===== src/rtl/mem_access_if.sv =====
// Data-memory request/response port of the RV32I memory-access stage.
// The stage drives the request side (master); the memory drives rdata/resp (slave).
interface mem_access_if;
   localparam int unsigned XLEN  = 32;
   localparam int unsigned MBE_W = 4;

   logic             read;
   logic             write;
   logic [XLEN-1:0]  addr;
   logic [MBE_W-1:0] mbe;
   logic [XLEN-1:0]  wdata;
   logic [XLEN-1:0]  rdata;
   logic             resp;

   modport master (output read, write, addr, mbe, wdata, input rdata, resp);
   modport slave  (input read, write, addr, mbe, wdata, output rdata, resp);
endinterface


===== src/rtl/mem_access.sv =====
// Memory-access stage of the five-stage RV32I pipeline: latches the EX/MEM bundle,
// runs loads/stores over a request/response port, stalls upstream, registers toward WB.
module mem_access (
   input  logic         clk,
   input  logic         rst_n,
   input  logic         ex_valid,
   input  logic         ex_read,
   input  logic         ex_write,
   input  logic [2:0]   ex_funct3,
   input  logic [31:0]  ex_mar,
   input  logic [31:0]  ex_wdata,
   input  logic [4:0]   ex_rd,
   input  logic         ex_regwrite,
   input  logic [31:0]  ex_result,
   mem_access_if.master dmem,
   output logic         stall,
   output logic         wb_valid,
   output logic         wb_regwrite,
   output logic [4:0]   wb_rd,
   output logic [31:0]  wb_data,
   output logic         wb_misalign,
   output logic [31:0]  stall_count
);
   localparam int unsigned XLEN   = 32;
   localparam int unsigned REG_W  = 5;
   localparam int unsigned F3_W   = 3;
   localparam int unsigned MBE_W  = 4;
   localparam int unsigned HALF_W = 16;

   localparam logic [F3_W-1:0]  F3_BYTE  = 3'b000;
   localparam logic [F3_W-1:0]  F3_HALF  = 3'b001;
   localparam logic [F3_W-1:0]  F3_WORD  = 3'b010;
   localparam logic [F3_W-1:0]  F3_BYTEU = 3'b100;
   localparam logic [F3_W-1:0]  F3_HALFU = 3'b101;

   localparam logic [MBE_W-1:0] MBE_BYTE = 4'b0001;
   localparam logic [MBE_W-1:0] MBE_HALF = 4'b0011;
   localparam logic [MBE_W-1:0] MBE_WORD = 4'b1111;

   typedef struct packed {
      logic             valid;
      logic             read;
      logic             write;
      logic [F3_W-1:0]  funct3;
      logic [XLEN-1:0]  mar;
      logic [XLEN-1:0]  wdata;
      logic [REG_W-1:0] rd;
      logic             regwrite;
      logic [XLEN-1:0]  result;
   } m_reg_t;

   typedef enum logic {
      ST_IDLE = 1'b0,
      ST_WAIT = 1'b1
   } state_t;

   m_reg_t            m_q;
   m_reg_t            m_d;
   state_t            state_q;
   state_t            state_d;

   logic              is_half;
   logic              is_word;
   logic              mem_ref;
   logic              misal;
   logic              mop;
   logic [MBE_W-1:0]  store_mbe;
   logic [HALF_W-1:0] lane;
   logic [XLEN-1:0]   load_data;

   // EX bundle packed into the M register payload
   always_comb begin
      m_d          = '0;
      m_d.valid    = ex_valid;
      m_d.read     = ex_read;
      m_d.write    = ex_write;
      m_d.funct3   = ex_funct3;
      m_d.mar      = ex_mar;
      m_d.wdata    = ex_wdata;
      m_d.rd       = ex_rd;
      m_d.regwrite = ex_regwrite;
      m_d.result   = ex_result;
   end

   always_ff @(posedge clk or negedge rst_n) begin
      if (!rst_n) begin
         m_q <= '0;
      end else if (!stall) begin
         m_q <= m_d;
      end
   end

   // Misaligned halfword/word accesses are suppressed and never reach memory
   always_comb begin
      is_half = (m_q.funct3 == F3_HALF) || (m_q.funct3 == F3_HALFU);
      is_word = (m_q.funct3 == F3_WORD);
      mem_ref = m_q.valid & (m_q.read | m_q.write);
      misal   = mem_ref & ((is_half & m_q.mar[0]) | (is_word & (m_q.mar[1:0] != 2'b00)));
      mop     = mem_ref & ~misal;
   end

   always_ff @(posedge clk or negedge rst_n) begin
      if (!rst_n) begin
         state_q <= ST_IDLE;
      end else begin
         state_q <= state_d;
      end
   end

   always_comb begin
      state_d = state_q;
      case (state_q)
         ST_IDLE: if (mop && !dmem.resp) state_d = ST_WAIT;
         ST_WAIT: if (dmem.resp)         state_d = ST_IDLE;
         default:                        state_d = ST_IDLE;
      endcase
   end

   always_comb begin
      store_mbe = MBE_WORD;
      case (m_q.funct3[1:0])
         2'b00:   store_mbe = MBE_W'(MBE_BYTE << m_q.mar[1:0]);
         2'b01:   store_mbe = MBE_W'(MBE_HALF << m_q.mar[1:0]);
         default: store_mbe = MBE_WORD;
      endcase
   end

   // Request stays up, with stable payload, through the response cycle
   always_comb begin
      stall      = mop & ~dmem.resp;
      dmem.read  = mop & m_q.read;
      dmem.write = mop & m_q.write;
      dmem.addr  = {m_q.mar[XLEN-1:2], 2'b00};
      dmem.wdata = m_q.wdata;
      dmem.mbe   = '0;
      if (mop && m_q.write) begin
         dmem.mbe = store_mbe;
      end
   end

   always_comb begin
      lane      = HALF_W'(dmem.rdata >> {m_q.mar[1:0], 3'b000});
      load_data = dmem.rdata;
      case (m_q.funct3)
         F3_BYTE:  load_data = {{(XLEN-8){lane[7]}}, lane[7:0]};
         F3_BYTEU: load_data = {{(XLEN-8){1'b0}}, lane[7:0]};
         F3_HALF:  load_data = {{(XLEN-HALF_W){lane[HALF_W-1]}}, lane};
         F3_HALFU: load_data = {{(XLEN-HALF_W){1'b0}}, lane};
         default:  load_data = dmem.rdata;
      endcase
   end

   // W register: bubble while stalled, rd/data hold
   always_ff @(posedge clk or negedge rst_n) begin
      if (!rst_n) begin
         wb_valid    <= 1'b0;
         wb_regwrite <= 1'b0;
         wb_rd       <= '0;
         wb_data     <= '0;
         wb_misalign <= 1'b0;
      end else if (stall) begin
         wb_valid    <= 1'b0;
         wb_regwrite <= 1'b0;
         wb_misalign <= 1'b0;
      end else begin
         wb_valid    <= m_q.valid;
         wb_regwrite <= m_q.valid & m_q.regwrite & ~misal;
         wb_rd       <= m_q.rd;
         wb_data     <= m_q.read ? load_data : m_q.result;
         wb_misalign <= misal;
      end
   end

   always_ff @(posedge clk or negedge rst_n) begin
      if (!rst_n) begin
         stall_count <= '0;
      end else if (stall && (stall_count != '1)) begin
         stall_count <= stall_count + XLEN'(1);
      end
   end

endmodule


===== src/flat_wrapper.sv =====
// flat-port wrapper written by rule: the top's interface ports become plain ports
module mem_access_flat 
  (clk, rst_n, ex_valid, ex_read, ex_write, ex_funct3, ex_mar, ex_wdata, ex_rd, ex_regwrite, ex_result, stall, wb_valid, wb_regwrite, wb_rd, wb_data, wb_misalign, stall_count, dmem_read, dmem_write, dmem_addr, dmem_mbe, dmem_wdata, dmem_rdata, dmem_resp);
  mem_access_if dmem_i ();
  input  logic clk;
  input  logic rst_n;
  input  logic ex_valid;
  input  logic ex_read;
  input  logic ex_write;
  input  logic [2:0] ex_funct3;
  input  logic [31:0] ex_mar;
  input  logic [31:0] ex_wdata;
  input  logic [4:0] ex_rd;
  input  logic ex_regwrite;
  input  logic [31:0] ex_result;
  output logic stall;
  output logic wb_valid;
  output logic wb_regwrite;
  output logic [4:0] wb_rd;
  output logic [31:0] wb_data;
  output logic wb_misalign;
  output logic [31:0] stall_count;
  output wire logic [$bits(dmem_i.read)-1:0] dmem_read;
  output wire logic [$bits(dmem_i.write)-1:0] dmem_write;
  output wire logic [$bits(dmem_i.addr)-1:0] dmem_addr;
  output wire logic [$bits(dmem_i.mbe)-1:0] dmem_mbe;
  output wire logic [$bits(dmem_i.wdata)-1:0] dmem_wdata;
  input wire logic [$bits(dmem_i.rdata)-1:0] dmem_rdata;
  input wire logic [$bits(dmem_i.resp)-1:0] dmem_resp;
  assign dmem_read = dmem_i.read;
  assign dmem_write = dmem_i.write;
  assign dmem_addr = dmem_i.addr;
  assign dmem_mbe = dmem_i.mbe;
  assign dmem_wdata = dmem_i.wdata;
  assign dmem_i.rdata = dmem_rdata;
  assign dmem_i.resp = dmem_resp;
  mem_access u_core (.clk(clk), .rst_n(rst_n), .ex_valid(ex_valid), .ex_read(ex_read), .ex_write(ex_write), .ex_funct3(ex_funct3), .ex_mar(ex_mar), .ex_wdata(ex_wdata), .ex_rd(ex_rd), .ex_regwrite(ex_regwrite), .ex_result(ex_result), .dmem(dmem_i), .stall(stall), .wb_valid(wb_valid), .wb_regwrite(wb_regwrite), .wb_rd(wb_rd), .wb_data(wb_data), .wb_misalign(wb_misalign), .stall_count(stall_count));
endmodule

===== config.mk =====
export PLATFORM = sky130hd
export DESIGN_NAME = mem_access_flat
export DESIGN_NICKNAME = d
export VERILOG_FILES = /design/src/rtl/mem_access_if.sv /design/src/rtl/mem_access.sv /design/src/flat_wrapper.sv
export SDC_FILE = /design/constraint.sdc
export NUM_CORES = 1
export LEC_CHECK = 0
export ABC_AREA = 1
export BUFFER_PORTS_ARGS = -buffer_cell sky130_fd_sc_hd__buf_2
export CAP_MARGIN = 5
export CORE_ASPECT_RATIO = 0.5
export CORE_MARGIN = 2
export CORE_UTILIZATION = 36
export CTS_BUF_LIST = sky130_fd_sc_hd__clkbuf_4
export CTS_CLUSTER_DIAMETER = 30
export DETAILED_ROUTE_END_ITERATION = 8
export SETUP_SLACK_MARGIN = 0.15
export SYNTH_ARGS = -nofsm -noshare
export SYNTH_HDL_FRONTEND = slang
export SYNTH_SLANG_ARGS = --single-unit

===== constraint.sdc =====
create_clock -name clk -period 1.6 [get_ports clk]
set_input_delay 0.32 -clock clk [delete_from_list [all_inputs] [get_ports clk]]
set_output_delay 0.32 -clock clk [all_outputs]
set_load 0.01 [all_outputs]

==> metrics.yaml <==
outcome: "finished, violations left"
violations: "negative setup slack"
grt_first_pass_wirelength_mm: 56.3
fin_crit_ns: 2.20
cts_buffers: 17
fin_crit_sh_pct: 138
start_util_pct: 36.9
hold_violations: 0
antenna_found_initial: 3
pwr-share-seq_pct: 42.0
wl_per_cell_um: 16.8
fill_cells: 2243
wirelength_mm: 35.8
die_w_um: 232
htree_levels: 4
clock_skew_ns: 0.0321
dp_slack_ns: -0.0644
finalMaxSlewViolations: 0
pwr-share-comb_pct: 37.1
die_y_um: 118
grt_pass1_vias: 10500
final_core_util_pct: 58.2
cts.clk_slew.worst_paths_ns: 0.16
dp_hpwl_mm: 22.0
io-pin-count: 286
clock-sinks: 180
cts_tree: "done"
firstDrtPassIters: 6
grt_use_total_pct: 26.4
irDropWorstVdd_mv: 0.442
dieArea_um2: 27500
power_switching_mw: 4.93
numPortBuffers: 283
ys.flop_type: "dfrtp_1"
hold_end: "u_core.wb_data[30]"
yosysWarningCount: 0
p_sw_share_pct: 36.4
drc: 0
crit_path_end_kind: "output pin"
r2r_start: "u_core.m_q[70]"
first_iter_violations: 741
setup_violations: 218
r2r_end: "u_core.wb_data[24]"
synth_area_um2: 9400
async_flop_share_pct: 100
insertion_delay_ns: 0.67
cp_data_arrival_time_ns: 1.88
layout_setup_ws_ns: -0.604
cts_root_buf: "clkbuf_4"
ys_types: 32
core_area_um2: 25400
hold_depth: 5
viasPerCell: 4.86
ff2ff_path_depth: 13
power_density_nw_per_um2: 913
layout-drive-gt1-share_pct: 33.7
maxCapViolations: 0
clockBufferDepth: 2
critical_path_class: "flip-flop to output pin"
ys_ff_latch: 180
hp-start: "dmem_rdata[30]"
synth_edf_count: 0
hp-class: "primary input to flip-flop"
grt_max_degree: 47
most-common-layout-cells: "nand2_1 (637), buf_2 (248), dfrtp_1 (173)"
synth_cells: 1277
final_antenna_net_count: 0
power_leakage_nw: 7.83
p_clk_share_pct: 20.9
required_ns: 1.28
num_rows: 41
crit_path_max_fanout: 8
max_freq_ghz: 0.454
num_vias: 10400
nNetsFinal: 1919
power.internal_mw: 8.59
place.gp.congestion: 0.898
rsz0062_at_grt: "true"
grt_remaining_overflow: 0
worst-r2r-setup-slack_ns: -0.32
syn_to_final_growth_pct: 57.6
start_kind: "flip-flop"
yosysSeqAreaShare_pct: 47.9
avgSynthCellArea_um2: 7.36
final_common_cell: "nand2_1"
==> metrics by stage <==
stage | std cells | hold slack [ns] | setup TNS (ns) | power (mW) | instance area (um2)
2_1_floorplan | 1278 | 0.0244 | 0 | 7.94 | 9470
5_1_grt | 2135 | 0.0219 | -61.99 | 14.3 | 14800
6_report | 2135 | 0.0525 | -38.27 | 13.5 | 14800
4_1_cts | 2129 | 0.0144 | -29.99 | 13.4 | 14700
3_3_place_gp | 1888 | 0.315 | -0.0526 | 9.30 | 11400
3_5_place_dp | 1888 | 0.322 | -1.71 | 9.37 | 11400
==> repair_timing <==
action                                 4_1_cts  5_1_grt
gates cloned                                22        1
resized for setup                          160       34
endpoints found under the hold margin      301        0
pin swaps                                    9        5
buffers inserted                            65        2
hold buffers                               122        0
setup endpoints to repair                  318      320
==> power by group through the flow <==
stage / combinational (mW) / sequential (mW) / clock, mW
final: 5.01 / 5.68 / 2.83
after floorplan: 2.09 / 5.85 / 0
after CTS: 4.87 / 5.65 / 2.88
after global routing: 5.44 / 5.75 / 3.09
after detailed placement: 3.63 / 5.74 / 0
after global placement: 3.58 / 5.72 / 0
==> area by class of cell <==
type / instances / area, um2 / area share, %
clock inverter: 15 / 171 / 1.16
inverter: 54 / 218 / 1.47
sequential: 180 / 4510 / 30.5
multi-input combinational: 924 / 4140 / 28.0
timing repair buffer: 598 / 5200 / 35.1
tap: 344 / 430 / 2.91
antenna: 3 / 7.51 / 0.0507
clock buffer: 17 / 128 / 0.862
==> cell families after synthesis <==
family,share of synthesized area [%]
AOI/OAI and AO/OA,4.86
xor gates and xnor gates,1.49
adders and majority gates,0.133
buffers and inverters,10.7
DFF,47.9
other,0.0399
and+or+nand+nor,34.9
==> worst max path at each step <==
stage	start	endpoint	slack (ns)
after global placement	u_core.m_q[70]	u_core.wb_data[31]	-0.02
after global routing	u_core.m_q[103]	dmem_mbe[1]	-0.70
after CTS	u_core.m_q[70]	dmem_mbe[0]	-0.61
after detailed placement	u_core.m_q[103]	u_core.stall_count[1]	-0.06
final	u_core.m_q[103]	dmem_mbe[1]	-0.60
after floorplan	u_core.stall_count[0]	u_core.stall_count[14]	0.05
==> synthesized netlist by cell type, types with 4 or more instances <==
library cell | number | area (um2)
nand2_1 | 657 | 2470
dfrtp_1 | 180 | 4500
buf_4 | 73 | 548
nor2_1 | 73 | 274
inv_1 | 49 | 184
nand3_1 | 46 | 230
a21oi_1 | 44 | 220
o21ai_0 | 25 | 125
buf_2 | 22 | 110
clkbuf_1 | 17 | 63.8
nand3b_1 | 15 | 113
xnor2_1 | 10 | 87.6
o21ai_1 | 9 | 45.0
or2_2 | 8 | 50.1
o22ai_1 | 7 | 43.8
buf_6 | 6 | 67.6
xor2_1 | 6 | 52.6
nand3_2 | 4 | 40.0
==> state kept, by name (all words and copies together) (netlist names) <==
name,cells
u_core.dmem.addr,30
u_core.dmem.wdata,32
u_core.m_q,46
u_core.stall_count,32
u_core.wb_data,32
u_core.wb_misalign,1
u_core.wb_rd,5
u_core.wb_regwrite,1
u_core.wb_valid,1
==> critical path: stages, from the launching register on <==
cell and delay [ns]:
dfrtp_1 0.44, inv_2 0.07, buf_6 0.14, nand2_1 0.09, nand2_2 0.10, a21oi_4 0.20, nor2_2 0.06, buf_2 0.14
==> per-layer routing <==
| layer | up-vias | wire [um] | track usage [%] |
|---|---|---|---|
| met5 | - | 0 | 0 |
| met3 | 122 | 1930 | 4.92 |
| li1 | 4886 | - | - |
| met1 | 4932 | 14800 | 32.9 |
| met2 | 433 | 17600 | 44.0 |
| met4 | 0 | 1490 | 13.1 |
No activity file was read; power rests on OpenSTA's default activity.
